[config.mk]
export PLATFORM = sky130hd
export DESIGN_NAME = dmem_sram_like_bridge
export DESIGN_NICKNAME = d
export VERILOG_FILES = /design/src/rtl/dmem_sram_like_bridge_pkg.sv /design/src/rtl/dmem_size_decode.sv /design/src/rtl/dmem_sram_like_bridge.sv
export SDC_FILE = /design/constraint.sdc
export NUM_CORES = 1
export LEC_CHECK = 0
export ABC_AREA = 0
export CAP_MARGIN = 20
export CORE_UTILIZATION = 40
export DETAILED_ROUTE_END_ITERATION = 12
export HOLD_SLACK_MARGIN = 0.03
export PLACE_DENSITY = 0.79
export SYNTH_ARGS = -nofsm -noshare
export SYNTH_HDL_FRONTEND = slang
export SYNTH_SLANG_ARGS = --single-unit
[constraint.sdc]
create_clock -name clk -period 2.4 [get_ports clk]
set_clock_uncertainty 0.2 [all_clocks]
set_input_delay 0.24 -clock clk [delete_from_list [all_inputs] [get_ports clk]]
set_output_delay 0.24 -clock clk [all_outputs]
set_load 0.1 [all_outputs]
[src/rtl/dmem_sram_like_bridge_pkg.sv]
// Shared definitions for the D-side sram-like bridge: FSM states, transfer sizes
// and the lane-offset helper used when aligning store addresses.
package dmem_sram_like_bridge_pkg;

  typedef enum logic [1:0] {
    ST_IDLE = 2'd0,
    ST_REQ  = 2'd1,
    ST_WAIT = 2'd2,
    ST_DONE = 2'd3
  } bridge_state_e;

  localparam logic [1:0] SIZE_BYTE = 2'd0;
  localparam logic [1:0] SIZE_HALF = 2'd1;
  localparam logic [1:0] SIZE_WORD = 2'd2;

  // Byte lane of the lowest asserted write enable.
  function automatic logic [1:0] low_lane(input logic [3:0] wen);
    if (wen[0])      return 2'd0;
    else if (wen[1]) return 2'd1;
    else if (wen[2]) return 2'd2;
    else             return 2'd3;
  endfunction

endpackage

[src/rtl/dmem_size_decode.sv]
// Maps byte write enables onto a bus transfer size and bus address.
// Purely combinational so the I-side bridge can reuse it for loads.
module dmem_size_decode
  import dmem_sram_like_bridge_pkg::*;
#(
  parameter int ADDR_W = 32
) (
  input  logic [3:0]        wen_i,
  input  logic [ADDR_W-1:0] addr_i,
  output logic [1:0]        size_o,
  output logic [ADDR_W-1:0] addr_o,
  output logic              legal_o
);

  // The lane offset comes from the enables, never from the incoming low address bits.
  logic unused_addr_lo;
  assign unused_addr_lo = ^addr_i[1:0];

  always_comb begin
    size_o  = SIZE_WORD;
    addr_o  = {addr_i[ADDR_W-1:2], 2'b00};
    legal_o = 1'b1;
    unique case (wen_i)
      4'b0000, 4'b1111: ;
      4'b0011, 4'b1100: begin
        size_o = SIZE_HALF;
        addr_o = {addr_i[ADDR_W-1:2], low_lane(wen_i)};
      end
      4'b0001, 4'b0010, 4'b0100, 4'b1000: begin
        size_o = SIZE_BYTE;
        addr_o = {addr_i[ADDR_W-1:2], low_lane(wen_i)};
      end
      default: legal_o = 1'b0;
    endcase
  end

endmodule

[src/rtl/dmem_sram_like_bridge.sv]
// Turns the single-cycle M-stage memory access into one sram-like req/addr_ok/data_ok
// transaction, stalling the pipeline until the response has been taken.
//
// state | meaning
// IDLE  | no access in flight; mem_en launches one
// REQ   | data_req asserted, waiting for addr_ok
// WAIT  | request accepted, waiting for data_ok
// DONE  | access finished; held until the pipeline advances
module dmem_sram_like_bridge
  import dmem_sram_like_bridge_pkg::*;
#(
  parameter int ADDR_W = 32
) (
  input  logic              clk,
  input  logic              rst,
  input  logic              mem_en,
  input  logic [3:0]        mem_wen,
  input  logic [ADDR_W-1:0] mem_addr,
  input  logic [31:0]       mem_wdata,
  input  logic              pipe_stall,
  output logic [31:0]       mem_rdata,
  output logic              mem_stall,
  output logic              data_req,
  output logic              data_wr,
  output logic [1:0]        data_size,
  output logic [ADDR_W-1:0] data_addr,
  output logic [31:0]       data_wdata,
  input  logic              data_addr_ok,
  input  logic              data_data_ok,
  input  logic [31:0]       data_rdata
);

  bridge_state_e     state_q, state_d;
  logic              wr_q, wr_d;
  logic [1:0]        size_q, size_d;
  logic [ADDR_W-1:0] addr_q, addr_d;
  logic [31:0]       wdata_q, wdata_d;
  logic [31:0]       rdata_q, rdata_d;
  logic              launch, capture;

  logic [1:0]        dec_size;
  logic [ADDR_W-1:0] dec_addr;
  logic              dec_legal;

  dmem_size_decode #(.ADDR_W(ADDR_W)) u_size_decode (
    .wen_i   (mem_wen),
    .addr_i  (mem_addr),
    .size_o  (dec_size),
    .addr_o  (dec_addr),
    .legal_o (dec_legal)
  );

  always_comb begin
    state_d   = state_q;
    launch    = 1'b0;
    capture   = 1'b0;
    mem_stall = 1'b0;
    unique case (state_q)
      ST_IDLE: begin
        if (mem_en) begin
          mem_stall = 1'b1;
          launch    = 1'b1;
          state_d   = ST_REQ;
        end
      end
      ST_REQ: begin
        mem_stall = 1'b1;
        // data_ok before addr_ok has no request behind it and is dropped.
        if (data_addr_ok) begin
          if (data_data_ok) begin
            capture = ~wr_q;
            state_d = ST_DONE;
          end else begin
            state_d = ST_WAIT;
          end
        end
      end
      ST_WAIT: begin
        mem_stall = 1'b1;
        if (data_data_ok) begin
          capture = ~wr_q;
          state_d = ST_DONE;
        end
      end
      ST_DONE: begin
        if (!pipe_stall) state_d = ST_IDLE;
      end
      default: state_d = ST_IDLE;
    endcase
  end

  assign wr_d    = launch  ? (mem_wen != 4'b0000) : wr_q;
  assign size_d  = launch  ? dec_size             : size_q;
  assign addr_d  = launch  ? dec_addr             : addr_q;
  assign wdata_d = launch  ? mem_wdata            : wdata_q;
  assign rdata_d = capture ? data_rdata           : rdata_q;

  always_ff @(posedge clk or negedge rst) begin
    if (!rst) begin
      state_q <= ST_IDLE;
      wr_q    <= 1'b0;
      size_q  <= 2'd0;
      addr_q  <= '0;
      wdata_q <= 32'h0;
      rdata_q <= 32'h0;
    end else begin
      state_q <= state_d;
      wr_q    <= wr_d;
      size_q  <= size_d;
      addr_q  <= addr_d;
      wdata_q <= wdata_d;
      rdata_q <= rdata_d;
    end
  end

  assign data_req   = (state_q == ST_REQ);
  assign data_wr    = wr_q;
  assign data_size  = size_q;
  assign data_addr  = addr_q;
  assign data_wdata = wdata_q;
  assign mem_rdata  = rdata_q;

  a_legal_wen: assert property (@(posedge clk) disable iff (!rst)
    (state_q == ST_IDLE && mem_en) |-> dec_legal);

endmodule
==> results.ini <==
[yosys]
yosys_most_used_dff=dfrtp_1
ys_seq_area_share_pct=62.5
synthArstFlopShare_pct=100
syn_area_mm2=0.00405
synth_top_area_cell=dfrtp_1
post-synth-top-area-fraction_pct=62.5
synth_area_leaders=dfrtp_1, mux2_2, mux2_4
synth_edf_count=0
synth-seq-cells=101
synth.net_count=358
synth_warnings=0
syn-instance-count=246
synth_cell_types=24
avgSynthCellArea_um2=16.4

[floorplanning]
start_util_pct=41.4
num_io_pins=207
placementRows=36
die_w_um=103
core_mm2=0.00977
die_h_um=103
die_area_mm2=0.0105

[routing]
maxUsedRoutingLayer=met4
ant_nets=0
wire_per_inst_um=15.6
wl_met1_mm=3.61
wl_met2_mm=4.66
first_pass_iters=4
drt-initial-drc-count=43
via_per_inst=4.66
wl_met3_um=822
num_vias=2771
drc=0
routed_wl_mm=9.26

[setup_path]
r2r-end=mem_rdata[0]
cp-end-kind=primary output
critPathArrivalTime_ns=1.66
critPathKind=reg2out
cp.required_ns=1.96
r2r-start=state_q[1]
crit_path_max_fanout=6
rrSetupSlack_ns=0.30
cp-start-kind=register
rr_worst_depth=6

[sta]
period_needed_ns=2.10
relSlewSlack_pct=70.5
timing.fmax_mhz=476
worst_pin_slew_ns=0.431
rsz0062_at_grt=false
tns_ns=0
setup_viol=0
final_max_slew_viol_count=0
min_period_over_period_pct=87.5
final_hold_viol_count=0

[clock_network]
cts_tree=done
cts.sinks=101
cts_repair_resize_count=0
insertion_delay_ns=0.36
cts-htree-levels=3
cts_buffer_depth=2
clk_pin_slew_ns=0.10
numCtsBuffers=9
root_buffer=clkbuf_8
postCtsSetupRepairBufs=0

[global_routing]
grt_pass1_wl_mm=14.3
grt_max_degree=73
antenna_found_initial=0
grt_pass1_vias=2940
grt_util_all_layers_pct=18.1
overflow=0

[outcome]
status=complete, no violations

[final_layout]
area_growth_pct=54.1
num-fill-cells=757
final_layout_size_suffix_gt1_share_pct=48.2
antennaDiodeCount=0
nets=568

[hold_path]
min_path_type=in2async

[placement]
routabilityCongestion=0.803
io_buffers=204
dp_hpwl_mm=6.84

[flow_run]
max_cap_viol_count=0

critical path: stages (launching register included):
cell	delay, ns
dfrtp_1	0.45
inv_1	0.12
ha_1	0.32
a21oi_1	0.17
nor2_2	0.07
buf_12	0.16
cell families after synthesis:
group           share of synthesized area, %
xor+xnor                               0.216
fa+ha+maj                               1.86
compound gates                          2.04
flops                                   62.5
simple gates                            2.26
buf+inv                                 1.95
mux                                     29.2
worst max path at each step:
stage                    endpoint       start
CTS                     mem_stall  state_q[1]
detailed placement   mem_rdata[0]  state_q[1]
global placement     mem_rdata[0]  state_q[1]
floorplan           mem_rdata[10]  state_q[1]
finish                  mem_stall  state_q[1]
global route            mem_stall  state_q[1]
synth_stat cells (2+ instances only):
cell       n
dfrtp_1  101
mux2_2    65
mux2_4    30
nand2_1    8
buf_2      6
ha_1       6
nor2_1     5
buf_6      3
inv_1      3
o21ai_0    3
a21oi_1    2
o41ai_1    2
registers in the layout, indices dropped and copies added (netlist names):
signal / count
data_wr: 1
state_q: 2
data_addr: 32
data_wdata: 32
data_size: 2
mem_rdata: 32
cell type report:
| class | instances | area, um^2 | share of cell area, % |
|---|---|---|---|
| Clock buffer | 11 | 151 | 2.43 |
| Tap cell | 133 | 166 | 2.67 |
| Clock inverter | 5 | 56.3 | 0.903 |
| Multi-Input combinational cell | 132 | 1450 | 23.2 |
| Timing Repair Buffer | 209 | 1880 | 30.1 |
| Inverter | 3 | 11.3 | 0.181 |
| Sequential cell | 101 | 2530 | 40.5 |
stage by stage:
stage	util [%]	setup slack (ns)	instances	area, um^2	hold slack [ns]
after detailed placement	61.6	0.314	577	6020	0.0156
after global routing	63.8	0.194	594	6240	0.184
final	63.8	0.299	594	6240	0.146
after global placement	61.6	0.374	577	6020	0.00973
after CTS	63.8	0.281	594	6240	0.140
after floorplan	-	0.0823	246	4050	-0.256
layer usage:
metal	global-route usage (%)	vias to the layer above
li1	-	1277
met5	0	-
met4	7.91	0
met1	20.4	1354
met3	6.44	13
met2	31.0	127
repair_timing:
action,4_1_cts,5_1_grt
setup endpoints to repair,0,0
hold buffers,1,0
hold endpoints to repair,77,0
placed cells by master, fill, tap and decap left out, drive strengths merged, types with 2 or more instances in the layout:
cell           Yosys  final
o21ai              3      3
buf                9    106
dfrtp            101    101
clkinv             0      2
ha                 6      6
clkbuf             1     11
o41ai              2      2
nand2              8      8
mux2              95     95
a21oi              3      3
inv                3      4
clkdlybuf4s50      0    102
nor2               5      5
Power is not shown: default switching activity piles up to over one toggle a cycle in this logic, so the estimate is an artifact.
